==> src/rtl/mem_port_arbiter.sv <==
// ---------------------------------------------------------------------------
// mem_port_arbiter
//
// Purpose:
//   Shares the single unified memory port of the multicycle core between its
//   two requesters: instruction fetch and data access (load/store). Requests
//   are arbitrated round-robin, the winning request is latched onto the
//   memory port for the whole access, memory may insert wait states through
//   mem_ready, and a watchdog ends an access with a bus error if memory
//   never answers. The requester is told it has finished through a one-cycle
//   *_done pulse.
//
// Parameters:
//   ADDR_W   address width
//   DATA_W   data width (DATA_W/8 byte strobes)
//   TIMEOUT  max ACCESS cycles without mem_ready before a bus error (>= 1)
//
// Ports:
//   clk, resetn                 clock (rising edge), async active-low reset
//   if_req/if_addr              fetch request, held until if_done
//   if_gnt/if_done/if_rdata     fetch owns port / completion pulse / word
//   d_req/d_we/d_addr/d_wdata/d_wstrb
//                               data request (store when d_we=1)
//   d_gnt/d_done/d_rdata        data owns port / completion pulse / word
//   bus_err                     qualifies a *_done pulse: access timed out
//   mem_valid/mem_we/mem_addr/mem_wdata/mem_wstrb
//                               request towards memory
//   mem_rdata/mem_ready         response from memory
// ---------------------------------------------------------------------------
module mem_port_arbiter #(
    parameter int ADDR_W  = 32,
    parameter int DATA_W  = 32,
    parameter int TIMEOUT = 15
) (
    input  logic                clk,
    input  logic                resetn,
    input  logic                if_req,
    input  logic [ADDR_W-1:0]   if_addr,
    output logic                if_gnt,
    output logic                if_done,
    output logic [DATA_W-1:0]   if_rdata,
    input  logic                d_req,
    input  logic                d_we,
    input  logic [ADDR_W-1:0]   d_addr,
    input  logic [DATA_W-1:0]   d_wdata,
    input  logic [DATA_W/8-1:0] d_wstrb,
    output logic                d_gnt,
    output logic                d_done,
    output logic [DATA_W-1:0]   d_rdata,
    output logic                bus_err,
    output logic                mem_valid,
    output logic                mem_we,
    output logic [ADDR_W-1:0]   mem_addr,
    output logic [DATA_W-1:0]   mem_wdata,
    output logic [DATA_W/8-1:0] mem_wstrb,
    input  logic [DATA_W-1:0]   mem_rdata,
    input  logic                mem_ready
);

    localparam int STRB_W = DATA_W / 8;
    // Counter only has to reach TIMEOUT-1
    localparam int CNT_W = (TIMEOUT > 1) ? $clog2(TIMEOUT) : 1;
    localparam logic [CNT_W-1:0] LAST_CNT = CNT_W'(TIMEOUT - 1);

    typedef enum logic [1:0] {
        IDLE   = 2'd0,
        ACCESS = 2'd1,
        DONE   = 2'd2
    } state_t;

    state_t           state;
    logic             owner_data;
    logic             last_data;
    logic [CNT_W-1:0] wait_cnt;
    logic             pick_data;

    // Round-robin choice: data wins when it is the only requester, or when
    // both request and fetch was the previous owner.
    assign pick_data = d_req & (~if_req | ~last_data);

    // Single FSM; every output is a register so nothing glitches towards
    // memory or the control unit.
    always_ff @(posedge clk or negedge resetn) begin
        if (!resetn) begin
            state      <= IDLE;
            owner_data <= 1'b0;
            last_data  <= 1'b1;
            wait_cnt   <= '0;
            if_gnt     <= 1'b0;
            if_done    <= 1'b0;
            if_rdata   <= '0;
            d_gnt      <= 1'b0;
            d_done     <= 1'b0;
            d_rdata    <= '0;
            bus_err    <= 1'b0;
            mem_valid  <= 1'b0;
            mem_we     <= 1'b0;
            mem_addr   <= '0;
            mem_wdata  <= '0;
            mem_wstrb  <= '0;
        end else begin
            case (state)
                IDLE: begin
                    if (if_req || d_req) begin
                        state      <= ACCESS;
                        owner_data <= pick_data;
                        last_data  <= pick_data;
                        wait_cnt   <= '0;
                        mem_valid  <= 1'b1;
                        if_gnt     <= ~pick_data;
                        d_gnt      <= pick_data;
                        if (pick_data) begin
                            mem_addr  <= d_addr;
                            mem_we    <= d_we;
                            mem_wdata <= d_wdata;
                            // Byte enables only mean something on a store
                            mem_wstrb <= d_we ? d_wstrb : {STRB_W{1'b0}};
                        end else begin
                            mem_addr  <= if_addr;
                            mem_we    <= 1'b0;
                            mem_wdata <= '0;
                            mem_wstrb <= '0;
                        end
                    end
                end

                ACCESS: begin
                    if (mem_ready) begin
                        state     <= DONE;
                        mem_valid <= 1'b0;
                        if_done   <= ~owner_data;
                        d_done    <= owner_data;
                        if_rdata  <= owner_data ? '0 : mem_rdata;
                        // A store returns no data
                        d_rdata   <= (owner_data && !mem_we) ? mem_rdata : '0;
                        bus_err   <= 1'b0;
                    end else if (wait_cnt == LAST_CNT) begin
                        state     <= DONE;
                        mem_valid <= 1'b0;
                        if_done   <= ~owner_data;
                        d_done    <= owner_data;
                        if_rdata  <= '0;
                        d_rdata   <= '0;
                        bus_err   <= 1'b1;
                    end else begin
                        wait_cnt <= wait_cnt + CNT_W'(1);
                    end
                end

                DONE: begin
                    state    <= IDLE;
                    if_gnt   <= 1'b0;
                    d_gnt    <= 1'b0;
                    if_done  <= 1'b0;
                    d_done   <= 1'b0;
                    if_rdata <= '0;
                    d_rdata  <= '0;
                    bus_err  <= 1'b0;
                end

                default: begin
                    state <= IDLE;
                end
            endcase
        end
    end

endmodule

==> config.mk <==
export PLATFORM = sky130hd
export DESIGN_NAME = mem_port_arbiter
export DESIGN_NICKNAME = d
export VERILOG_FILES = /design/src/rtl/mem_port_arbiter.sv
export SDC_FILE = /design/constraint.sdc
export NUM_CORES = 1
export LEC_CHECK = 0
export CORE_ASPECT_RATIO = 0.8
export CORE_UTILIZATION = 43
export CTS_CLUSTER_SIZE = 14
export DETAILED_ROUTE_END_ITERATION = 10
export PLACE_DENSITY = 0.87
export REMOVE_ABC_BUFFERS = 1
export SLEW_MARGIN = 25
export SYNTH_ARGS = -nofsm -noshare
export SYNTH_HDL_FRONTEND = slang
export SYNTH_SLANG_ARGS = --single-unit
==> constraint.sdc <==
create_clock -name clk -period 2.19 [get_ports clk]
set_input_delay 0.438 -clock clk [delete_from_list [all_inputs] [get_ports clk]]
set_output_delay 0.438 -clock clk [all_outputs]
set_load 0.005 [all_outputs]
==> results of run 1 <==
[metrics by stage]
| stage | hold slack, ps | util, % | instance area, sq um |
|---|---|---|---|
| after global placement | 419 | 65.2 | 9380 |
| after floorplan | 142 | - | 6060 |
| after CTS | 496 | 69.5 | 10000 |
| final | 496 | 69.5 | 10000 |
| after detailed placement | 435 | 65.3 | 9400 |
| after global routing | 521 | 69.5 | 10000 |
[metal layers]
metal	part of all wire, %	vias to the layer above	GRT usage, %
met4	2.6	0	10.2
met2	50	267	44.4
li1	-	2462	-
met1	39	2689	30.5
met5	0	-	0
met3	8.0	41	7.86
[kinds of logic (layout without fill, tap and decap cells)]
family                     Yosys count  in the layout  share of synthesized area, %
AOI/OAI and AO/OA                  114            114                          15.4
buffers and inverters               52            337                          5.25
and+or+nand+nor                    148            148                          10.3
muxes                               70             70                          11.0
adders and majority gates            2              2                         0.392
DFF                                147            147                          57.7
[worst max-delay path by stage]
stage	cells past startpoint	slack, ps	endpoint
6_report	5	230	wait_cnt[3]$_DFFE_PN0P_
5_1_grt	5	190	wait_cnt[3]$_DFFE_PN0P_
4_1_cts	5	250	wait_cnt[3]$_DFFE_PN0P_
3_5_place_dp	5	40	mem_addr[7]$_DFFE_PN0P_
3_3_place_gp	5	-290	mem_addr[8]$_DFFE_PN0P_
2_1_floorplan	5	-3520	bus_err$_DFFE_PN0P_
[layout by cell type (no fill, tap or decap), drive strengths merged]
cell type	count
nor3b	1
bufinv	3
nand3	33
o22ai	1
a221o	31
a21bo	1
o221ai	1
o2bb2ai	1
a22o	33
inv	4
dfstp	1
and3	1
a21o	2
nor2b	3
clkdlybuf4s50	275
a211oi	1
or3b	1
o21a	31
a32o	5
ha	2
o21ai	4
mux2	1
nor2	3
or2	3
clkbuf	22
and3b	1
dfrtp	146
dlygate4sd3	1
nand2	99
buf	28
nand2b	3
a31o	3
clkinv	4
mux2i	69
[sequential cells by signal, indices dropped and copies added, names as in the netlist]
signal and count:
if_gnt 1, mem_valid 1, wait_cnt 4, d_done 1, d_gnt 1, mem_we 1, if_done 1, owner_data 1
mem_wstrb 4, mem_wdata 32, mem_addr 32, if_rdata 32, bus_err 1, d_rdata 32, last_data 1, state 2
[where the power goes]
group          switching, mW  total (mW)  internal (mW)
Combinational           2.32        5.74           3.42
Sequential             0.722        4.59           3.86
Clock                   1.09        2.97           1.88
Total                   4.14        13.3           9.16
[layout make-up]
cell class                      count  area, sq um
Inverter                            3         11.3
Fill cell                         993         4390
Sequential cell                   147         3680
Clock inverter                      8          126
Clock buffer                       22          474
Multi-Input combinational cell    334         2390
Tap cell                          184          230
Timing Repair Buffer              304         3090
==> qor.json, run 1 <==
{
  "status": {
    "outcome": "finished with violations",
    "failed_checks": "DRC"
  },
  "critical_path": {
    "crit_chain": "or2_1 > buf_4 > or2_1 > buf_4 > a32o_1",
    "reg2reg_slack_ps": 230,
    "r2r-end": "wait_cnt[3]$_DFFE_PN0P_",
    "worstReg2RegStart": "state[0]$_DFFE_PN0P_",
    "startpoint_class_of_the_critical_path": "flop",
    "critical-path-max-stage-delay_ps": 400,
    "timing.critical_path.buf_inv": 2,
    "worst_setup_path_end_kind": "flop",
    "setup.worst_path.start": "state[0]$_DFFE_PN0P_",
    "slowest_stage": "dfrtp_1",
    "worstRegToRegCells": 5,
    "timing.critical_path.max_delay_family": "simple AND/OR/NAND/NOR gates",
    "critical_path_arrival_ps": 2250,
    "crit_required_ps": 2480,
    "critical_path_fanouts_max": 37,
    "setup.worst_path.class": "flop to flop"
  },
  "sta": {
    "final-setup-viol-count": 0,
    "worst_slew_margin_relative_to_its_limit_pct": 56.4,
    "final-hold-violation-count": 0,
    "period_needed_ps": 1960,
    "fmax_mhz": 511,
    "grt_setup_unrepaired": "no",
    "setup_tns_final_ps": 0,
    "post-route-period-util_pct": 89.4,
    "finalWorstSetupSlack_ps": 233,
    "report.final.slew_viol_count": 0,
    "final.setup_skew_ps": 10.9,
    "worstMarginPinSlew_ps": 654
  },
  "cells_and_area": {
    "layout_stage_area_growth_over_the_synthesis_result_pct": 56.8,
    "insertedDiodeCount": 0,
    "final_cell_count_no_fill": 1002,
    "final_layout_size_suffix_gt1_share_pct": 8.44,
    "final_net_count": 947
  },
  "placement": {
    "gp_congestion": 0.836,
    "post-dp-hpwl_mm": 13.8,
    "dp_slack_ps": 42.6,
    "port_buffers": 276,
    "dp_cells": 971
  },
  "synth": {
    "post-synth-top-count-cell": "dfrtp_1",
    "ys_dominant_reg_cell": "dfrtp_1",
    "synth_top_area_share_pct": 57.2,
    "yosys.area.top_type": "dfrtp_1",
    "netlist_top_cells_count": "146 x dfrtp_1, 99 x nand2_1, 69 x mux2i_1",
    "synthesis.instances": 533,
    "postSynth.asyncResetShare_pct": 100,
    "synth-edff-count": 0,
    "synth_area_sq_um": 6380,
    "synth.ff_latch_count": 147,
    "synth_cell_type_count": 34,
    "ys_top_cells_by_area": "dfrtp_1 57%, mux2i_1 11%, nand2_1 5.8%, a221o_1 4.9%, a22o_1 4.5%",
    "ys.warnings.count": 0,
    "seq_area_frac_synth_pct": 57.7,
    "syn-mean-instance-area_sq_um": 12.0
  },
  "die": {
    "die_area_sq_um": 15300,
    "placement_rows": 39,
    "die_height_microns": 111,
    "coreArea_sq_um": 14400,
    "io_pins": 277,
    "floorplan.die.width_microns": 138,
    "initial_utilization_pct": 44.3
  },
  "route": {
    "detail_route.wl_per_cell_microns": 19.2,
    "finalWirelength_mm": 19.3,
    "drcViolationCount": 38,
    "vias_per_cell": 5.45,
    "drtAntennaViolNets": 0,
    "via_count": 5459,
    "drt-initial-drc-count": 271,
    "firstDrtPassIters": 8
  },
  "grt": {
    "first_global_vias": 5667,
    "grt_remaining_overflow": 0,
    "maximum_number_of_pins_on_one_net_before_global_route_repair": 54,
    "grt_use_total_pct": 25.9,
    "antenna_found_initial": 0,
    "grt_pass1_wl_mm": 30.5
  },
  "worst_hold_path": {
    "min_delay_path_depth": 1,
    "hold_path_class": "flop to flop",
    "min-delay-start": "mem_wstrb[2]$_DFFE_PN0P_",
    "worstHoldEndpoint": "mem_wstrb[2]$_DFFE_PN0P_"
  },
  "clock_tree": {
    "count_of_hold_buffers_inserted_by_post_cts_repair": 1,
    "clock_tree_from_tritoncts": "done",
    "cts_post_setup_buffers_inserted": 0,
    "cts_max_level": 4,
    "cts.sinks": 147,
    "clock-root-buffer": "clkbuf_16",
    "ctsResizeCount": 0,
    "tritoncts.num_buffers": 17,
    "clk_transition_reported_paths_ps": 60,
    "clock_insertion_delay_worst_skew_ps": 410,
    "worst_case_clock_buffer_depth": 2
  },
  "power": {
    "irDropWorstVdd_uv": 729,
    "power_density_nw_per_um2": 1330,
    "total_power_mw": 13.3,
    "power.leakage_nw": 4.59
  },
  "flow_run": {
    "cap_viol_max_count": 0
  }
}
Power figures use the tool's default switching activity.
==> inputs of run 2 (changes only) <==
--- a/config.mk
+++ b/config.mk
@@ -9,6 +9,7 @@
 export CORE_UTILIZATION = 43
 export CTS_CLUSTER_SIZE = 14
 export DETAILED_ROUTE_END_ITERATION = 10
+export GPL_TIMING_DRIVEN = 0
 export PLACE_DENSITY = 0.87
 export REMOVE_ABC_BUFFERS = 1
 export SLEW_MARGIN = 25
==> qor.json, run 2 (synthesis gave the netlist of run 1 again) <==
{
  "cells_and_area": {
    "fill_cells": 959,
    "area_occupied_by_registers_sq_um": 3680,
    "final_cell_count_no_fill": 995,
    "insertedDiodeCount": 0,
    "final_layout_size_suffix_gt1_share_pct": 8.14,
    "most-common-layout-cells": "275 x clkdlybuf4s50_1, 146 x dfrtp_1, 99 x nand2_1",
    "multi_input_comb_area_sq_um": 2400,
    "layout.cells.most_common": "clkdlybuf4s50_1",
    "final_net_count": 938,
    "layout_stage_area_growth_over_the_synthesis_result_pct": 58.5
  },
  "status": {
    "failed_checks": "DRC",
    "outcome": "finished with violations"
  },
  "sta": {
    "period_needed_ps": 2070,
    "worstMarginPinSlew_ps": 713,
    "final-hold-violation-count": 0,
    "fmax_mhz": 483,
    "timing.hold.ws_ps": 495,
    "final-setup-viol-count": 0,
    "post-route-period-util_pct": 94.5,
    "finalWorstSetupSlack_ps": 121,
    "worst_slew_margin_relative_to_its_limit_pct": 52.5,
    "setup_tns_final_ps": 0,
    "report.final.slew_viol_count": 0,
    "grt_setup_unrepaired": "no",
    "final.setup_skew_ps": 8.78
  },
  "route": {
    "finalWirelength_mm": 19.2,
    "drcViolationCount": 38,
    "vias_per_cell": 5.42,
    "wl_met3_mm": 1.60,
    "met2_wirelength_mm": 9.77,
    "wl_met1_mm": 7.40,
    "drtAntennaViolNets": 0,
    "firstDrtPassIters": 8,
    "top_signal_layer_used": "met4",
    "via_count": 5391,
    "drt-initial-drc-count": 319,
    "detail_route.wl_per_cell_microns": 19.3
  },
  "clock_tree": {
    "clk_transition_reported_paths_ps": 60,
    "worst_case_clock_buffer_depth": 2,
    "clock_tree_from_tritoncts": "done",
    "cts.sinks": 147,
    "cts_max_level": 4,
    "tritoncts.num_buffers": 17,
    "clock-root-buffer": "clkbuf_16",
    "clock_insertion_delay_worst_skew_ps": 420
  },
  "placement": {
    "port_buffers": 276,
    "dp_cells": 956,
    "dp_slack_ps": -302,
    "post-dp-hpwl_mm": 13.6,
    "gp_congestion": 0.826
  },
  "critical_path": {
    "worst_setup_path_end_kind": "flop",
    "timing.critical_path.buf_inv": 4,
    "crit_required_ps": 2520,
    "setup.worst_path.class": "flop to flop",
    "startpoint_class_of_the_critical_path": "flop",
    "crit_chain": "inv_1 > ha_1 > and3_2 > o21ai_4 > buf_16 > buf_8 > buf_16 > mux2i_1",
    "cp_common_cell": "buf_16",
    "slowest_stage": "dfrtp_1",
    "critical_path_fanouts_max": 17,
    "critical-path-max-stage-delay_ps": 420,
    "timing.critical_path.max_delay_family": "buffers and inverters",
    "critical_path_arrival_ps": 2400
  },
  "grt": {
    "antenna_found_initial": 0,
    "first_global_vias": 5719,
    "grt_pass1_wl_mm": 30.9,
    "maximum_number_of_pins_on_one_net_before_global_route_repair": 76,
    "grt_use_total_pct": 26.1,
    "grt_remaining_overflow": 0
  },
  "flow_run": {
    "cap_viol_max_count": 0
  },
  "power": {
    "power_density_nw_per_um2": 1350,
    "power.leakage_nw": 4.62,
    "irDropWorstVdd_uv": 692
  },
  "die": {
    "io_pins": 277,
    "die_area_sq_um": 15300,
    "placement_rows": 39,
    "die_height_microns": 111,
    "floorplan.die.width_microns": 138,
    "coreArea_sq_um": 14400,
    "initial_utilization_pct": 44.3
  },
  "worst_hold_path": {
    "hold_path_class": "flop to flop"
  }
}
## run 2: cell types whose count changed in the layout (fill, tap and decap cells not counted), sizes merged
cell and delta:
inv +4, clkinvlp +1, clkbuf -3, buf -9, clkinv -1, bufinv +1
## run 2: metrics by stage
step / total power [mW] / area [sq um] / util (%)
after floorplan: 6.91 / 6060 / -
after global placement: 9.97 / 9050 / 62.9
after detailed placement: 10.4 / 9380 / 65.2
after CTS: 13.7 / 10100 / 70.3
after global routing: 14.3 / 10100 / 70.3
final: 13.6 / 10100 / 70.3
## run 2: layer usage
layer / up-vias / GRT usage, %
li1: 2448 / -
met1: 2680 / 30.6
met2: 235 / 45.5
met3: 28 / 7.73
met4: 0 / 9.51
met5: - / 0
## run 2: path summary, 6_finish.rpt
kind	to	start	slack (ps)	cells after the start
setup / recovery	d_rdata[8]$_DFFE_PN0P_	wait_cnt[0]$_DFFE_PN0P_	120	8
setup reg to reg	d_rdata[8]$_DFFE_PN0P_	wait_cnt[0]$_DFFE_PN0P_	120	8
hold / removal	mem_wstrb[3]$_DFFE_PN0P_	mem_wstrb[3]$_DFFE_PN0P_	490	1
min in group asynchronous	if_rdata[19]$_DFFE_PN0P_	resetn	600	2
hold reg to reg	mem_wstrb[3]$_DFFE_PN0P_	mem_wstrb[3]$_DFFE_PN0P_	490	1
max in group asynchronous	last_data$_DFFE_PN1P_	resetn	800	3
## run 2: what timing repair did
action                                 CTS  global route
pin swaps                                3             0
hold buffers                             1             0
buffers inserted                         6             0
endpoints found under the hold margin    4             0
resized for setup                        0             1
setup endpoints to repair               69            34
## run 2: power by group
part	leakage [nW]	internal, mW	switching [mW]	total (mW)
logic	2.38	3.56	2.39	5.94
registers	1.92	3.86	0.690	4.55
clock network	0.311	1.96	1.18	3.14
total	4.62	9.38	4.26	13.6
## run 2: area by class of cell
type                            instances  share of cell area (%)
Sequential cell                       147                    36.4
Clock inverter                         13                    1.94
Multi-Input combinational cell        334                    23.8
Tap cell                              184                    2.28
Timing Repair Buffer                  295                    31.1
Inverter                                3                   0.111
Clock buffer                           19                    4.38
==> inputs of run 3 (changes only) <==
--- a/config.mk
+++ b/config.mk
@@ -11,7 +11,6 @@
 export DETAILED_ROUTE_END_ITERATION = 10
 export GPL_TIMING_DRIVEN = 0
 export PLACE_DENSITY = 0.87
-export REMOVE_ABC_BUFFERS = 1
 export SLEW_MARGIN = 25
 export SYNTH_ARGS = -nofsm -noshare
 export SYNTH_HDL_FRONTEND = slang
==> qor.json, run 3 (synthesis gave the netlist of run 1 again) <==
{
  "sta": {
    "timing.hold.ws_ps": 499,
    "worstMarginPinSlew_ps": 576,
    "finalWorstSetupSlack_ps": 313,
    "worst_slew_margin_relative_to_its_limit_pct": 61.5,
    "setup_tns_final_ps": 0,
    "final.setup_skew_ps": 8.87,
    "grt_setup_unrepaired": "no",
    "period_needed_ps": 1880,
    "fmax_mhz": 533,
    "post-route-period-util_pct": 85.7,
    "final-setup-viol-count": 0,
    "report.final.slew_viol_count": 0,
    "final-hold-violation-count": 0
  },
  "cells_and_area": {
    "layout_stage_area_growth_over_the_synthesis_result_pct": 56.7,
    "layout.cells.most_common": "clkdlybuf4s50_1",
    "fill_cells": 1062,
    "insertedDiodeCount": 0,
    "final_cell_count_no_fill": 1027,
    "most-common-layout-cells": "275 x clkdlybuf4s50_1, 146 x dfrtp_1, 99 x nand2_1",
    "final_layout_size_suffix_gt1_share_pct": 8.66,
    "postLayoutCellArea_sq_um": 10000,
    "final_net_count": 970
  },
  "worst_hold_path": {
    "min_delay_path_depth": 1,
    "hold_path_class": "flop to flop",
    "min-delay-start": "mem_valid$_DFFE_PN0P_",
    "worstHoldEndpoint": "mem_valid$_DFFE_PN0P_"
  },
  "power": {
    "power_share_of_the_clock_group_pct": 21.9,
    "power.leakage_nw": 4.59,
    "power_report.internal_total_mw": 9.04,
    "irDropWorstVdd_uv": 809,
    "power.sequential.fraction_pct": 34.3,
    "power_density_nw_per_um2": 1330,
    "switching_share_pct": 31.8,
    "net-switching-power_mw": 4.22,
    "power.combinational.fraction_pct": 43.8
  },
  "grt": {
    "grt_use_total_pct": 25.8,
    "first_global_vias": 5818,
    "grt_remaining_overflow": 0,
    "antenna_found_initial": 0,
    "grt_pass1_wl_mm": 30.6,
    "maximum_number_of_pins_on_one_net_before_global_route_repair": 94
  },
  "die": {
    "die_height_microns": 111,
    "floorplan.die.width_microns": 138,
    "die_area_sq_um": 15300,
    "coreArea_sq_um": 14400,
    "io_pins": 277,
    "placement_rows": 39,
    "initial_utilization_pct": 44.3
  },
  "critical_path": {
    "startpoint_class_of_the_critical_path": "flop",
    "worst_setup_path_end_kind": "flop",
    "r2r-end": "if_rdata[22]$_DFFE_PN0P_",
    "setup.worst_path.class": "flop to flop",
    "crit_required_ps": 2530,
    "worstRegToRegCells": 8,
    "worstReg2RegStart": "wait_cnt[0]$_DFFE_PN0P_",
    "critical_path_fanouts_max": 10,
    "critical_path_arrival_ps": 2210,
    "reg2reg_slack_ps": 310
  },
  "clock_tree": {
    "cts.sinks": 147,
    "worst_case_clock_buffer_depth": 2,
    "clock-root-buffer": "clkbuf_16",
    "clock_tree_from_tritoncts": "done",
    "cts_max_level": 4,
    "tritoncts.num_buffers": 17,
    "cts_post_setup_buffers_inserted": 0,
    "clk_transition_reported_paths_ps": 60,
    "clock_insertion_delay_worst_skew_ps": 420
  },
  "flow_run": {
    "cap_viol_max_count": 0
  },
  "placement": {
    "post-dp-hpwl_mm": 13.7,
    "gp_congestion": 0.815,
    "dp_cells": 994,
    "port_buffers": 276,
    "dpl-instance-area_sq_um": 9410,
    "dp_slack_ps": -20.1
  },
  "route": {
    "detail_route.wl_per_cell_microns": 18.3,
    "drtAntennaViolNets": 0,
    "drt-initial-drc-count": 322,
    "finalWirelength_mm": 18.8,
    "vias_per_cell": 5.26,
    "drcViolationCount": 26,
    "firstDrtPassIters": 9,
    "via_count": 5404
  },
  "status": {
    "outcome": "finished with violations",
    "failed_checks": "DRC"
  },
  "synth": {
    "synthesis.nets": 673
  }
}
[run 3: changes by cell type in the layout (fill, tap and decap cells not counted), moves of 5 or more]
cell	before	now
buf_6	0	14
buf_16	8	1
buf_2	0	13
buf_12	5	0
clkbuf_1	1	19
[run 3: worst max-delay path by stage]
| stage | startpoint | end |
|---|---|---|
| after floorplan | wait_cnt[0]$_DFFE_PN0P_ | if_rdata[19]$_DFFE_PN0P_ |
| after global placement | resetn | mem_wdata[5]$_DFFE_PN0P_ |
| after detailed placement | mem_ready | if_rdata[9]$_DFFE_PN0P_ |
| after CTS | mem_we$_DFFE_PN0P_ | mem_we |
| after global routing | wait_cnt[0]$_DFFE_PN0P_ | if_rdata[22]$_DFFE_PN0P_ |
| final | wait_cnt[0]$_DFFE_PN0P_ | if_rdata[22]$_DFFE_PN0P_ |
[run 3: worst max-delay path: stages (launching register included)]
cell and delay [ps]:
dfrtp_1 400, inv_1 60, ha_1 180, and3_2 240, o21ai_1 110, buf_2 210
buf_6 200, buf_6 190, mux2i_1 210
[run 3: power groups by stage]
stage          sequential, mW  combinational, mW  clock [mW]
2_1_floorplan            4.58               2.54           0
3_3_place_gp             4.54               5.70           0
3_5_place_dp             4.55               5.84           0
4_1_cts                  4.54               5.87        2.95
5_1_grt                  4.69               6.26        3.09
6_report                 4.55               5.81        2.91
[run 3: timing repair]
item / CTS / global route
resized for setup: 0 / 0
endpoints found under the hold margin: 54 / 0
hold buffers: 1 / 0
[run 3: cell type report]
| type | instances | area, sq um | share of cell area, % |
|---|---|---|---|
| inverter | 3 | 11.3 | 0.113 |
| sequential | 147 | 3680 | 36.8 |
| tap | 184 | 230 | 2.30 |
| clock inverter | 13 | 151 | 1.51 |
| buffer | 49 | 324 | 3.24 |
| timing repair buffer | 278 | 2810 | 28.0 |
| clock buffer | 19 | 433 | 4.33 |
| multi-input combinational | 334 | 2370 | 23.7 |
[run 3: stage by stage]
stage                     power (mW)  utilization (%)
after floorplan                 7.12                -
after global placement          10.2             65.1
after detailed placement        10.4             65.4
after CTS                       13.4             69.5
after global routing            14.0             69.5
final                           13.3             69.5
[run 3: per-layer routing]
metal | wire length [microns] | track usage (%) | part of all wire, %
met5 | 0 | 0 | 0
met4 | 282 | 8.16 | 1.5
met1 | 7890 | 32.4 | 42
met2 | 9330 | 43.7 | 50
met3 | 1330 | 6.83 | 7.0
